[config.mk]
export PLATFORM = sky130hd
export DESIGN_NAME = fp_mul_status_gen
export DESIGN_NICKNAME = d
export VERILOG_FILES = /design/src/rtl/fp_mul_status_gen_pkg.sv /design/src/rtl/fp_mul_status_gen_classify.sv /design/src/rtl/fp_mul_status_gen.sv
export SDC_FILE = /design/constraint.sdc
export NUM_CORES = 1
export LEC_CHECK = 0
export ABC_AREA = 1
export CORE_MARGIN = 8
export CORE_UTILIZATION = 43
export CTS_CLUSTER_SIZE = 14
export DETAILED_ROUTE_END_ITERATION = 7
export PLACE_DENSITY = 0.77
export SLEW_MARGIN = 20
export SYNTH_ARGS = -nofsm -noshare
export SYNTH_HDL_FRONTEND = slang
export SYNTH_HIERARCHICAL = 1
export SYNTH_SLANG_ARGS = --single-unit
[constraint.sdc]
create_clock -name clk_i -period 1.4 [get_ports clk_i]
set_clock_uncertainty 0.1 [all_clocks]
set_input_delay 0.28 -clock clk_i [delete_from_list [all_inputs] [get_ports clk_i]]
set_output_delay 0.28 -clock clk_i [all_outputs]
set_load 0.01 [all_outputs]
[src/rtl/fp_mul_status_gen_pkg.sv]
// +--------------------------------------------------------------------+
// | fp_status_pkg: operand classes, status bit indices, helpers          |
// | Rev 1.0                                                              |
// +--------------------------------------------------------------------+
`default_nettype none

package fp_status_pkg;

  typedef enum logic [2:0] {
    ZERO   = 3'd0,
    DENORM = 3'd1,
    NORMAL = 3'd2,
    INF    = 3'd3,
    NAN    = 3'd4
  } fp_cls_t;

  localparam int ST_ZERO    = 0;
  localparam int ST_INF     = 1;
  localparam int ST_NAN     = 2;
  localparam int ST_TINY    = 3;
  localparam int ST_HUGE    = 4;
  localparam int ST_INEXACT = 5;

  function automatic int exp_max(input int w);
    return (1 << w) - 1;
  endfunction

endpackage

`default_nettype wire

[src/rtl/fp_mul_status_gen_classify.sv]
// +--------------------------------------------------------------------+
// | fp_status_classify: combinational product status classification    |
// | Rev 1.0                                                              |
// +--------------------------------------------------------------------+
`default_nettype none

module fp_status_classify
  import fp_status_pkg::*;
#(
  parameter int EXP_W = 8
) (
  input  fp_cls_t                 a_cls_i,
  input  fp_cls_t                 b_cls_i,
  input  logic signed [EXP_W+1:0] exp_i,
  input  logic                    inexact_i,
  output logic [7:0]              status_o
);

  localparam logic signed [EXP_W+1:0] C_EXP_MAX  = (EXP_W+2)'(exp_max(EXP_W));
  localparam logic signed [EXP_W+1:0] C_EXP_ZERO = '0;

  logic w_any_nan;
  logic w_any_inf;
  logic w_any_zero;

  assign w_any_nan  = (a_cls_i == NAN) || (b_cls_i == NAN);
  assign w_any_inf  = (a_cls_i == INF) || (b_cls_i == INF);
  assign w_any_zero = (a_cls_i == ZERO) || (b_cls_i == ZERO);

  // Priority chain guarantees at most one of bits [4:0] is set.
  always_comb begin
    status_o = '0;
    if (w_any_nan || (w_any_zero && w_any_inf)) begin
      status_o[ST_NAN] = 1'b1;
    end else if (w_any_inf) begin
      status_o[ST_INF] = 1'b1;
    end else if (w_any_zero) begin
      status_o[ST_ZERO] = 1'b1;
    end else if (exp_i >= C_EXP_MAX) begin
      status_o[ST_HUGE]    = 1'b1;
      status_o[ST_INEXACT] = 1'b1;
    end else if (exp_i <= C_EXP_ZERO) begin
      status_o[ST_TINY]    = 1'b1;
      status_o[ST_INEXACT] = 1'b1;
    end else begin
      status_o[ST_INEXACT] = inexact_i;
    end
  end

endmodule

`default_nettype wire

[src/rtl/fp_mul_status_gen.sv]
// +--------------------------------------------------------------------+
// | fp_mul_status_gen: registered FP multiplier status word with       |
// | valid/ready stage, sticky flags and saturating exception counter.  |
// | Rev 1.0                                                              |
// +--------------------------------------------------------------------+
`default_nettype none

module fp_mul_status_gen
  import fp_status_pkg::*;
#(
  parameter int EXP_W = 8,
  parameter int CNT_W = 16
) (
  input  logic                    clk_i,
  input  logic                    rst_ni,
  input  logic                    in_valid_i,
  output logic                    in_ready_o,
  input  fp_cls_t                 a_cls_i,
  input  fp_cls_t                 b_cls_i,
  input  logic signed [EXP_W+1:0] exp_i,
  input  logic                    inexact_i,
  output logic                    out_valid_o,
  input  logic                    out_ready_i,
  output logic [7:0]              status_o,
  output logic [5:0]              sticky_o,
  input  logic                    sticky_clr_i,
  output logic [CNT_W-1:0]        exc_cnt_o
);

  localparam logic [CNT_W-1:0] C_CNT_MAX = {CNT_W{1'b1}};

  logic [7:0]       w_status;
  logic             w_accept;
  logic             w_xfer;
  logic             w_exc;
  logic [5:0]       w_sticky_base;
  logic [CNT_W-1:0] w_cnt_base;

  logic             out_valid_d, out_valid_q;
  logic [7:0]       status_d, status_q;
  logic [5:0]       sticky_d, sticky_q;
  logic [CNT_W-1:0] exc_cnt_d, exc_cnt_q;

  fp_status_classify #(
    .EXP_W (EXP_W)
  ) u_classify (
    .a_cls_i   (a_cls_i),
    .b_cls_i   (b_cls_i),
    .exp_i     (exp_i),
    .inexact_i (inexact_i),
    .status_o  (w_status)
  );

  assign in_ready_o = !out_valid_q || out_ready_i;
  assign w_accept   = in_valid_i && in_ready_o;
  assign w_xfer     = out_valid_q && out_ready_i;
  assign w_exc      = status_q[ST_NAN] | status_q[ST_TINY] | status_q[ST_HUGE];

  // A clear drops old contents, but a word leaving this edge still counts.
  assign w_sticky_base = sticky_clr_i ? 6'd0 : sticky_q;
  assign w_cnt_base    = sticky_clr_i ? '0 : exc_cnt_q;

  always_comb begin
    out_valid_d = out_valid_q;
    status_d    = status_q;
    sticky_d    = w_sticky_base;
    exc_cnt_d   = w_cnt_base;
    if (w_accept) begin
      out_valid_d = 1'b1;
      status_d    = w_status;
    end else if (w_xfer) begin
      out_valid_d = 1'b0;
    end
    if (w_xfer) begin
      sticky_d = w_sticky_base | status_q[5:0];
      if (w_exc && (w_cnt_base != C_CNT_MAX)) begin
        exc_cnt_d = w_cnt_base + CNT_W'(1);
      end
    end
  end

  always_ff @(posedge clk_i or negedge rst_ni) begin
    if (!rst_ni) begin
      out_valid_q <= 1'b0;
      status_q    <= '0;
      sticky_q    <= '0;
      exc_cnt_q   <= '0;
    end else begin
      out_valid_q <= out_valid_d;
      status_q    <= status_d;
      sticky_q    <= sticky_d;
      exc_cnt_q   <= exc_cnt_d;
    end
  end

  assign out_valid_o = out_valid_q;
  assign status_o    = status_q;
  assign sticky_o    = sticky_q;
  assign exc_cnt_o   = exc_cnt_q;

  a_status_onehot: assert property (@(posedge clk_i) disable iff (!rst_ni)
                                    $onehot0(status_q[4:0]));

endmodule

`default_nettype wire

==> results of run 1 <==
==> worst reg2reg max path, cell delays in order (launching register included) <==
cell and delay [ns]:
dfrtp_1 0.37, buf_6 0.11, nand2_4 0.05, nor2_4 0.11, nand2_4 0.08, nor2_4 0.14
buf_6 0.13, nand3_4 0.12, nand3_2 0.12, xor2_1 0.16
==> repair_timing <==
action | 4_1_cts | 5_1_grt
gates resized for setup | 102 | 29
hold buffers | 0 | 0
pin swaps | 22 | 15
endpoints found under the setup margin | 53 | 33
gates cloned | 1 | 0
setup buffers | 9 | 7
==> final timing paths <==
check	start	endpoint	slack (ns)	cells past startpoint
max	exc_cnt_o[3]	exc_cnt_o[6]	-0.18	9
min	rst_ni	exc_cnt_o[1]	0.25	2
max reg2reg	exc_cnt_o[3]	exc_cnt_o[6]	-0.18	9
min reg2reg	sticky_o[2]	sticky_o[2]	0.39	2
max in group asynchronous	rst_ni	status_o[7]	0.77	2
min in group clk_i	out_ready_i	out_valid_o	0.25	4
==> metal layers <==
layer  GRT usage  part of all wire
met1       0.177              0.37
met5           0                 0
met2       0.302              0.50
met3      0.0784             0.086
met4       0.100             0.040
==> cell usage in the layout (no fill, tap or decap), types with 2 or more instances in the layout <==
| master | count |
|---|---|
| o21ai_0 | 4 |
| nand3b_1 | 3 |
| nand3_1 | 7 |
| dfrtp_2 | 2 |
| clkdlybuf4s50_1 | 13 |
| nand2_1 | 41 |
| dfrtp_1 | 29 |
| a22o_1 | 3 |
| buf_4 | 46 |
| nor3_2 | 5 |
| buf_2 | 8 |
| nand2_2 | 10 |
| buf_12 | 2 |
| a21oi_1 | 3 |
| clkbuf_1 | 2 |
| inv_1 | 28 |
| nor2_1 | 19 |
| clkdlybuf4s15_1 | 4 |
| nand4_1 | 3 |
| mux2_2 | 5 |
| clkbuf_8 | 5 |
| inv_2 | 8 |
| clkbuf_2 | 2 |
| o21ai_1 | 2 |
| dlymetal6s2s_1 | 3 |
| nand3_2 | 10 |
| o21bai_1 | 2 |
| conb_1 | 2 |
| nand3_4 | 4 |
| dlygate4sd2_1 | 19 |
| buf_6 | 8 |
| nor2_4 | 11 |
| nor2_2 | 3 |
| xor2_1 | 2 |
| nand2_4 | 4 |
==> per-stage QoR <==
stage / setup WS, ns / cells / power (µW) / hold slack, ns / cell area [µm²]
2_1_floorplan: -0.0389 / 225 / 1230 / -0.116 / 1850
3_5_place_dp: -0.644 / 360 / 1580 / 0.377 / 2700
5_1_grt: -0.261 / 384 / 2340 / 0.266 / 3010
4_1_cts: -0.169 / 378 / 2230 / 0.260 / 2920
3_3_place_gp: -0.598 / 360 / 1570 / 0.379 / 2700
6_report: -0.180 / 384 / 2230 / 0.248 / 3010
==> cell usage after synthesis (2+ instances only) <==
cell type	instances	area (µm²)
a22o_1	3	26.3
buf_6	2	22.5
nor2_4	5	56.3
and2_1	2	12.5
nand3_1	13	65.1
nor2_2	5	31.3
o21ai_1	2	10.0
mux2_2	5	56.3
xor2_1	2	17.5
o21bai_1	2	15.0
nand3b_1	3	22.5
nor3_1	5	25.0
inv_2	2	7.51
nand4_1	3	18.8
a21oi_1	4	20.0
dfrtp_1	31	776
nor3_2	2	20.0
nand2_4	3	33.8
inv_1	34	128
nand2_2	3	18.8
buf_4	2	15.0
nand2_1	49	184
nor2_1	23	86.3
o21ai_0	5	25.0
nand3_2	6	60.1
==> logic make-up (layout without fill, tap and decap cells) <==
| kind of cell | Yosys count | count (layout) | synth area share |
|---|---|---|---|
| simple gates | 123 | 124 | 0.358 |
| buf+inv | 43 | 151 | 0.105 |
| flops | 31 | 31 | 0.426 |
| compound gates | 18 | 18 | 0.0633 |
| mux | 5 | 5 | 0.0309 |
| xor+xnor | 3 | 3 | 0.0144 |
| other cells | 1 | 2 | 0.00206 |
==> area by class of cell <==
class,count,area share
clock buffer,7,0.0254
clock inverter,1,0.00167
inverter,37,0.0504
multi-input combinational,152,0.340
sequential,31,0.259
tap,50,0.0208
timing repair buffer,106,0.303
==> power breakdown <==
| group | internal (µW) | switching [µW] |
|---|---|---|
| Clock | 348 | 336 |
| Sequential | 967 | 48.3 |
| Combinational | 277 | 249 |
| Total | 1590 | 633 |
==> registers in the layout, summed over array words and instances (netlist names) <==
name	flops
exc_cnt_o	16
out_valid_o	1
status_o	8
sticky_o	6
==> metrics.txt, run 1 <==
status complete, but fails checks; failing checks setup timing; GR Util All Layers 0.177; Primary FF master, synth dfrtp_1; first-pass GRT wire length 9.08 mm; DIE WIDTH a little over 80 µm; CTS clk-pin slew, worst paths around 0.06 ns; setup TNS -2.07 ns; syn avg cell area 8.12 µm²; Routed WL per cell 14.4 µm; min-delay worst type primary input to async pin; setup ws final -0.180 ns; Slowest Stage Delay on Critical Path between 0.3 and 0.4 ns; via count 1923; number of CTS-inserted buffers 5; CP max FO 7; Critical Path RT 1.51 ns; Post-synth EDFFs 0; # diodes 0; critical path's top delay family simple AND/OR/NAND/NOR gates; Reg area 778 µm²; Pleak 0.00158 µW; Initial Utilization 0.452; unrepaired setup endpoints after global routing yes; Cell Chain, Critical Path buf_6 -> nand2_4 -> nor2_4 -> nand2_4 -> nor2_4 -> buf_6 -> nand3_4 -> nand3_2 -> xor2_1; worst vdd ir around 0.47 mV; Hold Fails Final Rpt 0; DIE AREA about 6600 µm²; Ys Warns 6; max cap viols 0; Port-buffer cells 53; Clock Path Buffers 2; min Tclk post-route between 1.5 and 2 ns; Sink Count 31; share of cells above drive strength 1 0.422; total wire length 5.53 mm; initial antenna violation count 0; Max stage delay cell, worst path dfrtp_1; dpl hpwl 3.83 mm; async set-or-reset flop fraction in the synthesized netlist 1.00; Die Height 81.0 µm; Setup crit end kind flop; Placer Congestion 0.846; Final Cycle Share 1.13; Row Count 23; CP Data Arrival Time 1.69 ns; element type at the critical path start flop; CTS H-tree lvls 2; power per cell area 740 nW/µm²; mapped cell area 1820 µm²; kind of critical path flop to flop; Setup Viol. Count Final 16; WP buf/inv 2; Root Driver clkbuf_8; Skew-Pair Late Insertion Delay 0.29 ns; CTS tree built; I/O pins 54; Final Core Density 0.746; Area Overhead vs Synth 65.2%; post-synth cell types 33; total gr overflow 0; largest net degree at the start of global routing 32; Final Max Slew Viols 0; Residual DRC 0; Cells after Synth roughly 220; area occupied by multi-input gates around 1000 µm²; post-route ant nets 0; Filler Cells Inserted 301; vias per inst 5.01; post-synthesis register bit count 31; Seq/Total Area, Yosys 0.426; DRT Pass-1 Iters 4; Fmax approximately 630 MHz; NumNets Final roughly 360; DR iter-0 viols 81; vias in the first global route ~2000; core box area 4030 µm²
No activity file was read; power rests on OpenSTA's default activity.
==> run 2, diff against run 1 <==
--- a/config.mk
+++ b/config.mk
@@ -10,7 +10,7 @@
 export CORE_UTILIZATION = 43
 export CTS_CLUSTER_SIZE = 14
 export DETAILED_ROUTE_END_ITERATION = 7
-export PLACE_DENSITY = 0.77
+export PLACE_DENSITY = 0.86
 export SLEW_MARGIN = 20
 export SYNTH_ARGS = -nofsm -noshare
 export SYNTH_HDL_FRONTEND = slang
==> constraint.sdc (replaced) <==
create_clock -name clk_i -period 1.4 [get_ports clk_i]
set_clock_uncertainty 0.1 [all_clocks]
set_input_delay 0.14 -clock clk_i [delete_from_list [all_inputs] [get_ports clk_i]]
set_output_delay 0.14 -clock clk_i [all_outputs]
set_load 0.01 [all_outputs]
==> run 2 against run 1 <==
Clock power rose by 33%. Sequential share of layout area increased by 0.16 points. Power is 9.8% higher. Die area stayed put. Worst hold slack got worse by 0.13 ns. Largest cell class unchanged. Count of clock-buffer cells in the layout down 1. Global-route usage decreased by 0.90 points. The run still ends with setup timing left.
==> metrics.txt, run 2 (synthesis results as in run 1) <==
FF-to-FF End exc_cnt_o[11]; Sink Count 31 (unchanged); pre-CTS WS -0.644 ns (-0.000285 ns); vias in the first global route 1974 (-2.5%); fin area 2980 µm² (-0.92%); min-delay worst type primary input to async pin; combinational fraction of design power 0.216 (-0.020); DIE WIDTH 81.0 µm (unchanged); CP Data Arrival Time 1.71 ns (+0.02 ns); Routed WL per cell 14.5 µm (+0.61%); Sw Pwr 628 µW (-0.85%); Final Max Slew Viols 0 (unchanged); Setup crit end kind flop; NumNets Final 347 (-2.3%); reg2reg path depth 9 (unchanged); reg2reg setup slack -0.22 ns (-0.04 ns); critical path's top delay family simple AND/OR/NAND/NOR gates; setup ws final -0.222 ns (-0.0430 ns); placed inst area 2660 µm² (-1.3%); min Tclk post-route 1.62 ns (+0.0430 ns); Hold Slack 0.121 ns (-0.127 ns); number of CTS-inserted buffers 5 (unchanged); worst vdd ir 0.657 mV (+41%); vias per inst 4.95 (-1.1%); unrepaired setup endpoints after global routing yes; dpl hpwl 3.87 mm (+1.2%); Pleak 0.00156 µW (-1.1%); Switching Share 0.257 (-0.0277); # diodes 0 (unchanged); power per cell area 821 nW/µm² (+11%); Critical Path RT 1.48 ns (-0.03 ns); Max stage delay cell, worst path dfrtp_1; Slowest Stage Delay on Critical Path 0.38 ns (about the same); failing checks setup timing; CTS clk-pin slew, worst paths 0.07 ns (about the same); CTS tree built; highest-count cells in the layout ignoring fill and taps 42 x buf_4, 38 x nand2_1, 31 x dfrtp_1, 31 x dlygate4sd2_1, 30 x inv_1; status complete, but fails checks; Finished Layout Cells 376 (-2.1%); max cap viols 0 (unchanged); post-route ant nets 0 (unchanged); CTS H-tree lvls 2 (unchanged); Clk pwr share 0.372 (+0.065); Fmax 616 MHz (-2.6%); I/O pins 54 (unchanged); kind of critical path flop to flop; CP max FO 8 (+1); core box area 4030 µm² (unchanged); FF-to-FF Start exc_cnt_o[3]; Root Driver clkbuf_8; largest net degree at the start of global routing 32 (unchanged); element type at the critical path start flop; Hold Fails Final Rpt 0 (unchanged); Residual DRC 0 (unchanged); first-pass GRT wire length 8.62 mm (-5.1%); via count 1862 (-3.2%); Setup Viol. Count Final 16 (unchanged); Die Height 81.0 µm (unchanged); Placer Congestion 0.858 (+1.3%); DR iter-0 viols 73 (-9.9%); crit path from exc_cnt_o[3]; setup TNS -2.25 ns (-0.183 ns); initial antenna violation count 0 (unchanged); Area Overhead vs Synth 63.7%; DRT Pass-1 Iters 4 (unchanged); Skew-Pair Late Insertion Delay 0.29 ns (about the same); commonest non-fill, non-tap cell in the layout buf_4; Final Cycle Share 1.16 (+0.0307); Placed Cells 359 (-0.28%); Port-buffer cells 53 (unchanged); Largest register FFs 16 (unchanged); total gr overflow 0 (unchanged); Clock Path Buffers 2 (unchanged); GR Util All Layers 0.168 (-0.00903); cell internal pwr 1820 µW (+14%); Reg power frac 0.412 (-0.044); DIE AREA 6570 µm² (unchanged); WP buf/inv 1 (-1); Row Count 23 (unchanged); total wire length 5.45 mm (-1.5%); Initial Utilization 0.452 (unchanged); share of cells above drive strength 1 0.380 (-0.0418); Cell Chain, Critical Path nand2_4 -> nor2_4 -> nand2_4 -> nor2_4 -> nand3_4 -> nand3_2 -> nand2_1 -> nand2_1 -> inv_1
run 2: cell count changes in the layout (fill, tap and decap cells not counted), moves of 3 or more:
cell	before	now
dlygate4sd2_1	19	31
buf_2	8	0
clkdlybuf4s50_1	13	20
buf_6	8	3
buf_4	46	42
clkdlybuf4s15_1	4	0
dlymetal6s2s_1	3	0
nand2_1	41	38
nor2_4	11	8
run 2: how the worst max path moves through the flow:
| stage | cells after the start | slack [ns] | endpoint |
|---|---|---|---|
| 2_1_floorplan | 10 | -0.04 | exc_cnt_o[4] |
| 3_3_place_gp | 10 | -0.54 | exc_cnt_o[9] |
| 3_5_place_dp | 9 | -0.64 | exc_cnt_o[9] |
| 4_1_cts | 10 | -0.13 | exc_cnt_o[0] |
| 5_1_grt | 9 | -0.32 | exc_cnt_o[11] |
| 6_report | 9 | -0.22 | exc_cnt_o[11] |
run 2: repair_timing:
item	CTS	global route
gates resized for setup	59	23
buffers inserted	3	5
setup endpoints to repair	48	19
gates cloned	1	0
pin swaps	14	11
hold buffers	0	0
run 2: final cells by class:
type,count,area (µm²)
fillers,292,1050
multi-input cells,152,1030
repair buffers,98,846
flip-flops and latches,31,776
inverters,37,144
clock buffers,6,82.6
well taps,50,62.6
clock inverters,2,35.0
run 2: worst register-to-register path: stages (launching register included):
cell and delay (ns):
dfrtp_1 0.38, nand2_4 0.08, nor2_4 0.14, nand2_4 0.08
nor2_4 0.17, nand3_4 0.20, nand3_2 0.15, nand2_1 0.07
nand2_1 0.10, inv_1 0.05
run 2: power by group through the flow:
stage	Clock, µW	Combinational, µW	Sequential [µW]
3_5_place_dp	0	563	1030
3_3_place_gp	0	548	1020
6_report	910	528	1010
5_1_grt	964	578	1010
4_1_cts	938	518	1010
2_1_floorplan	0	171	1060
run 2: per-layer routing:
layer | routed length, µm | part of all wire | global-route usage | vias to the layer above
met5 | 0 | 0 | 0 | -
met4 | 139 | 0.026 | 0.0768 | 0
met3 | 377 | 0.069 | 0.0607 | 14
met2 | 2940 | 0.54 | 0.304 | 64
met1 | 1990 | 0.37 | 0.169 | 874
li1 | - | - | - | 910
run 2: through the flow:
| step | total power [µW] | util |
|---|---|---|
| 2_1_floorplan | 1230 | - |
| 3_5_place_dp | 1590 | 0.660 |
| 4_1_cts | 2460 | 0.715 |
| 5_1_grt | 2560 | 0.739 |
| 3_3_place_gp | 1570 | 0.660 |
| 6_report | 2440 | 0.739 |
